<file path="src/rtl/bsw_debounce_pkg.sv">
// Shared constants for the buttons/switches input conditioning block.
package bsw_debounce_pkg;

    localparam int DEF_PRESCALE = 50000;   // 1 ms sampling tick at 50 MHz
    localparam int DEF_STABLE   = 8;

    localparam logic KEY_IDLE = 1'b1;      // buttons are active-low
    localparam logic SW_IDLE  = 1'b0;

    // Counter width able to hold 0..n-1, never narrower than one bit.
    function automatic int cnt_width(input int n);
        return (n > 1) ? $clog2(n) : 1;
    endfunction

endpackage

</file>
<file path="src/rtl/debounce_chan.sv">
// One debounced input bit: two-flop synchroniser plus tick-based stability counter.
module debounce_chan
    import bsw_debounce_pkg::*;
#(
    parameter int   STABLE = DEF_STABLE,
    parameter logic IDLE   = 1'b0
) (
    input  logic clk,
    input  logic rst_n,
    input  logic tick,
    input  logic raw,
    output logic out
);

    localparam int             CW      = cnt_width(STABLE);
    localparam logic [CW-1:0]  CNT_MAX = CW'(STABLE - 1);

    logic          meta_p0;
    logic          samp;
    logic [CW-1:0] cnt;

    always_ff @(posedge clk) begin
        if (!rst_n) begin
            meta_p0 <= IDLE;
            samp    <= IDLE;
            out     <= IDLE;
            cnt     <= '0;
        end else begin
            meta_p0 <= raw;
            samp    <= meta_p0;
            // Any return to the accepted level throws away accumulated credit.
            if (samp == out) begin
                cnt <= '0;
            end else if (tick) begin
                if (cnt == CNT_MAX) begin
                    out <= samp;
                    cnt <= '0;
                end else begin
                    cnt <= cnt + 1'b1;
                end
            end
        end
    end

endmodule

</file>
<file path="src/rtl/bsw_debounce.sv">
// Debounce front end for board buttons and switches: shared prescaler plus per-bit channels.
module bsw_debounce
    import bsw_debounce_pkg::*;
#(
    parameter int NKEYS    = 4,
    parameter int NSW      = 8,
    parameter int PRESCALE = DEF_PRESCALE,
    parameter int STABLE   = DEF_STABLE
) (
    input  logic             clk,
    input  logic             rst_n,
    input  logic [NKEYS-1:0] keys_raw_n,
    input  logic [NSW-1:0]   sw_raw,
    output logic [NKEYS-1:0] keys_n,
    output logic [NSW-1:0]   sw,
    output logic             tick
);

    localparam int            PW       = cnt_width(PRESCALE);
    localparam logic [PW-1:0] PCNT_MAX = PW'(PRESCALE - 1);

    logic [PW-1:0] pcnt;

    assign tick = (pcnt == PCNT_MAX);

    always_ff @(posedge clk) begin
        if (!rst_n) begin
            pcnt <= '0;
        end else if (tick) begin
            pcnt <= '0;
        end else begin
            pcnt <= pcnt + 1'b1;
        end
    end

    for (genvar i = 0; i < NKEYS; i++) begin : g_key
        debounce_chan #(.STABLE(STABLE), .IDLE(KEY_IDLE)) u_chan (
            .clk  (clk),
            .rst_n(rst_n),
            .tick (tick),
            .raw  (keys_raw_n[i]),
            .out  (keys_n[i])
        );
    end

    for (genvar i = 0; i < NSW; i++) begin : g_sw
        debounce_chan #(.STABLE(STABLE), .IDLE(SW_IDLE)) u_chan (
            .clk  (clk),
            .rst_n(rst_n),
            .tick (tick),
            .raw  (sw_raw[i]),
            .out  (sw[i])
        );
    end

endmodule

</file>
<file path="config.mk">
export PLATFORM = sky130hd
export DESIGN_NAME = bsw_debounce
export DESIGN_NICKNAME = d
export VERILOG_FILES = /design/src/rtl/bsw_debounce_pkg.sv /design/src/rtl/debounce_chan.sv /design/src/rtl/bsw_debounce.sv
export SDC_FILE = /design/constraint.sdc
export NUM_CORES = 1
export LEC_CHECK = 0
export CAP_MARGIN = 20
export CORE_AREA = 2 2 86 88
export CTS_BUF_LIST = sky130_fd_sc_hd__clkbuf_4
export CTS_CLUSTER_SIZE = 25
export DETAILED_ROUTE_END_ITERATION = 8
export DIE_AREA = 0 0 88 90
export PLACE_DENSITY = 0.77
export SYNTH_ARGS = -nofsm -noshare
export SYNTH_HDL_FRONTEND = slang
export SYNTH_HIERARCHICAL = 1
export SYNTH_SLANG_ARGS = --single-unit
export TNS_END_PERCENT = 100
</file>
<file path="constraint.sdc">
create_clock -name clk -period 3 [get_ports clk]
set_clock_uncertainty 0.2 [all_clocks]
set_input_delay 0.45 -clock clk [delete_from_list [all_inputs] [get_ports clk]]
set_output_delay 0.45 -clock clk [all_outputs]
set_load 0.02 [all_outputs]
</file>
# ---- Word level (Yosys, flattened, before mapping)
# Cells that the tools add are included.
dict set report totals {
  regBits 88
  in_bits 14
  out_inout_bits 13
  word_cells 137
}
dict set report op_classes {
  addsub 13
  eq_ne 25
  mux 12
  bitwise 13
  n_reduce_logical 25
}
# op count
set op_table {}
lappend op_table {{3-bit by 1-bit adder with 3-bit output, second input constant} 12}
lappend op_table {{3-bit equality test, second input constant} 12}
lappend op_table {{3-bit 2-to-1 mux} 12}
lappend op_table {{3-bit AND reduction} 12}
lappend op_table {{2-bit OR reduction} 13}
lappend op_table {{16-bit by 1-bit adder with 16-bit output, second input constant} 1}
lappend op_table {{16-bit equality test, second input constant} 1}
lappend op_table {{1-bit inverter} 13}
lappend op_table {{1-bit equality test} 12}

# ---- Longest topological paths before layout
dict set report logic_depth {
  ltp_word 3
  mapped_depth 6
  mapped_depth_nobuf 6
}

# ---- By module
# The synthesis kept the hierarchy.
# module n_inst cells_per_inst area_per_inst_um2 seq_area_each_um2
set by_module_without_submodules {}
lappend by_module_without_submodules {{debounce_chan (g_sw[0].u_chan ...)} 8 22 247.7 120.1}
lappend by_module_without_submodules {{debounce_chan (g_key[0].u_chan ...)} 4 21 245.2 120.1}
lappend by_module_without_submodules {bsw_debounce 1 79 789.5 320.3}

# ---- Worst setup path before layout
# No wires, ideal clock.
dict set report synth_timing {
  path_type {reg-to-reg}
  start {register pcnt[0]}
  end {register g_key[0].u_chan.cnt[0]}
  arrival_ns 2.866
  t_required_ns 2.721
  setup_slack_ns -0.146
  path_stages_with_launch 7
  path_buffers 0
  cell_sequence {dfxtp_1 -> ha_1 -> and3_1 -> nand4_2 -> inv_1 -> or3b_1 -> a211oi_2}
}
dict set report synth_via {
  elab_chain_cells 1
}
# item line_no
set synth_rtl {}
lappend synth_rtl {{start, declared} bsw_debounce.sv:22} ;# logic [PW-1:0] pcnt;
lappend synth_rtl {{start signal, assigned} bsw_debounce.sv:32} ;# pcnt <= pcnt + 1'b1;
lappend synth_rtl {{16-bit equality test} bsw_debounce.sv:24} ;# assign tick = (pcnt == PCNT_MAX);
lappend synth_rtl {{via tick} bsw_debounce.sv:16} ;# output logic tick
lappend synth_rtl {{end signal, assigned} debounce_chan.sv:39} ;# cnt <= cnt + 1'b1;
lappend synth_rtl {{end, declared} debounce_chan.sv:20} ;# logic [CW-1:0] cnt;
# The timed path passes the listed nets, and every way through them passes these cells.
# A chain may end at the register's enable or synchronous reset.

# ---- Worst setup path after layout
dict set report layout_timing {
  start {register pcnt[0]}
  end {output tick}
}
dict set report layout_via {
  elab_chain_cells 1
}
# item line_no
set layout_rtl {}
lappend layout_rtl {{16-bit equality test} bsw_debounce.sv:24}
lappend layout_rtl {{end, declared} bsw_debounce.sv:16}
# Every way passes these cells.

==> PnR_summary.wiki <==
{| class="wikitable"
! Metric !! Value
|-
| Global-route wire length before repair || 10600 um
|-
| Summed negative setup slack over all endpoints || 0 ns
|-
| Number of iterations in the first detailed-routing pass || 4
|-
| Mean instance size in the synthesized netlist || between 10 and 15 um2
|-
| Final setup fails || 0
|-
| Synthesized netlist cell count || roughly 340
|-
| Clock tree from TritonCTS || yes
|-
| Transition time of the tightest slew-check pin || roughly 0.39 ns
|-
| Post-layout power || 1900 uW
|-
| Post-route DRC || 0
|-
| Fraction of the yosys area taken by sequential cells || 0.469
|-
| Number of CTS-inserted buffers || 9
|-
| Met1 capacity usage during global routing || 0.217
|-
| Die H || 90 um
|-
| Post-synthesis async set-or-reset flop share || 0
|-
| Number of diodes || 0
|-
| Total clock sinks || 88
|-
| Wire length after detailed routing || between 6000 and 7000 um
|-
| Sort of element at the start of the critical path || flip-flop
|-
| Result of the run || finished clean
|-
| Leading area contributor after synthesis || dfxtp_1
|-
| H-tree depth || 3
|-
| Synthesized Nets || 378
|-
| Area of the multi-input gates || between 1500 and 2000 um2
|-
| Number of antenna-violating nets in the routed design || 0
|-
| Maximum clock frequency || 400 MHz
|-
| Count of state elements after synthesis || between 80 and 90
|-
| Origin of the worst min-delay path || g_key[1].u_chan/meta_p0
|-
| Endpoint class of the critical path || primary output
|-
| Worst min path class || reg -> reg
|-
| Fraction of post-synthesis cell area in the top cell type by area || 0.469
|-
| Maximum number of pins on one net before global-route repair || 73
|-
| Final clock period utilization by the worst path || 0.834
|-
| Weighted congestion reported at the end of routability-driven placement || 0.814
|-
| Maximum resistive drop on vdd || 0.174 mV
|-
| I/O Buffers || 26
|-
| Non-filler cells in the finished layout || 482
|-
| Design Area, Final || approximately 4300 um2
|-
| Met3 Resource Use GR || 0.0358
|-
| Count leader, synth || dfxtp_1
|-
| Yosys warning count || 6
|-
| Dpl hpwl || 4190 um
|-
| Power Dens Cells || 441 nW/um2
|-
| Required time of the critical path || 2.35 ns
|-
| Top cells by area in the synthesized netlist || dfxtp_1 47%, ha_1 8.3%, mux2i_1 6.4%, xnor2_1 5.4%, a211oi_2 4.0%
|-
| Grt total ovfl || 0
|-
| Area growth syn-to-layout || 14.5%
|-
| Classification of the worst setup path || reg -> out
|-
| Most frequent cells after synthesis || 88 x dfxtp_1, 28 x nor3_1, 25 x ha_1, 24 x mux2i_1, 23 x xnor2_1
|-
| # fillers || 590
|-
| Data arrival time of the critical path || about 1.9 ns
|-
| Count of unique library cells instantiated by Yosys || 30
|-
| Total via count after detailed routing || 2490
|-
| EDFF count, synth || 0
|-
| Wire per inst || 12.7 um
|-
| Met2 demand-to-capacity share in global routing || 0.261
|-
| Final #Nets || 417
|-
| Maximum net fanout on the critical path || 4
|-
| Most heavily used metal layer in global routing || met2
|-
| Core footprint || 7020 um2
|-
| Die Wd || 88 um
|-
| Max-slew violation count || 0
|-
| Placed cell count || 466
|-
| Post-place instance area || 4160 um2
|-
| Remaining max-slew budget at the tightest pin || 0.741
|-
| Final critical delay including setup and external delays || 2.50 ns
|-
| Post-CTS repair timing setup buffer count || 0
|-
| Clk pin slew, worst setup/hold paths || 0.13 ns
|-
| Number of buffers between clock root and the deepest sink || 2
|-
| Sequential cell area || around 1800 um2
|-
| Number of design-rule violations left by the first detailed-router iteration || between 80 and 90
|-
| Startpoint of the worst setup timing path || pcnt[0]
|-
| Global-route usage over all layers || 0.166
|-
| Most used flip-flop cell after synthesis || dfxtp_1
|-
| Static Leak || 0.00159 uW
|-
| Cell Area, Synth || around 3800 um2
|-
| Initial cell density of the core || 0.534
|-
| Average vias per placed instance || 5.17
|-
| I/O pin total || 27
|-
| Layout cells sized above 1 || 0.141
|-
| Setup repair after global routing missed its margin || no
|-
| Number of max-cap violations || 0
|-
| Start of the worst register-to-register path || pcnt[0]
|-
| Cell at the root of the clock tree || clkbuf_4
|-
| Area of the die || 7920 um2
|-
| Clock latency on the worst-skew pair || roughly 0.42 ns
|-
| Initial antenna violation count || 0
|-
| Num rows || 31
|-
| Share of the core filled with cells || 0.612
|-
| Via count of the first global-routing pass || 2445
|-
| Final hold violation count || 0
|}
[state kept, by name, summed over array words and instances, names as in the netlist]
name,flops
g_key.u_chan/samp,4
g_key.u_chan/cnt,12
g_sw.u_chan/out,8
pcnt,16
g_sw.u_chan/cnt,24
g_key.u_chan/out,4
g_sw.u_chan/meta_p0,8
g_key.u_chan/meta_p0,4
g_sw.u_chan/samp,8
[critical path: stages (launching register included)]
cell            delay [ns]
dfxtp_1               0.41
ha_1                  0.23
and3_1                0.24
nand4_2               0.18
clkinvlp_4            0.14
dlymetal6s2s_1        0.22
[through the flow]
step,hold WS [ns],setup WS [ns]
final,0.224,0.497
after global routing,0.252,0.360
after CTS,0.230,0.0751
after detailed placement,0.196,0.576
after global placement,0.194,0.622
after floorplan,0.186,0.361
[final cells by class]
type	instances	share of cell area
timing repair buffer	29	0.0693
clock inverter	7	0.0146
sequential	88	0.410
tap	99	0.0288
inverter	16	0.0149
multi-input combinational	234	0.447
clock buffer	9	0.0157
[routing by layer]
metal | vias to the layer above | routed length, um
met5 | - | 0
met4 | 0 | 112
met3 | 10 | 172
met2 | 29 | 2780
met1 | 1174 | 3050
li1 | 1277 | -
[layout by cell type (no fill, tap or decap), drive strengths merged, types with 8 or more instances in the layout]
cell / netlist / final
nand3: 14 / 14
xnor2: 23 / 23
inv: 16 / 15
or3b: 12 / 12
a211oi: 12 / 12
clkdlybuf4s50: 0 / 25
a21oi: 8 / 8
clkbuf: 0 / 9
mux2i: 24 / 24
nor3: 28 / 28
nor2: 16 / 16
nand2b: 20 / 20
a21bo: 8 / 8
and2: 17 / 17
ha: 25 / 25
dfxtp: 88 / 88
[path summary, 6_finish.rpt]
kind | end | slack, ns | cells past startpoint
min reg2reg | g_key[1].u_chan/samp | 0.22 | 1
max reg2reg | g_key[2].u_chan/cnt[0] | 0.60 | 7
min | g_key[1].u_chan/samp | 0.22 | 1
max | tick | 0.50 | 5
[report_power, final]
group	total [uW]	switching (uW)	internal, uW	leakage (uW)
clock network	632	385	248	0.0000769
logic	67.4	35.2	32.1	0.000795
registers	1200	9.85	1190	0.000715
total	1900	430	1470	0.00159
[cells by family (layout without fill, tap and decap cells)]
| kind of cell | count (synthesis) | in the layout | share of synthesized area |
|---|---|---|---|
| compound gates | 36 | 36 | 0.0907 |
| xor+xnor | 26 | 26 | 0.0607 |
| fa+ha+maj | 25 | 25 | 0.0834 |
| buf+inv | 17 | 61 | 0.0190 |
| flops | 88 | 88 | 0.469 |
| mux | 24 | 24 | 0.0640 |
| simple gates | 123 | 123 | 0.213 |
[what timing repair did]
item	in CTS	in global routing
gates resized for setup	0	1
hold buffers	0	0
hold endpoints to repair	0	0
setup endpoints to repair	0	1
No activity file was read; power rests on OpenSTA's default activity.
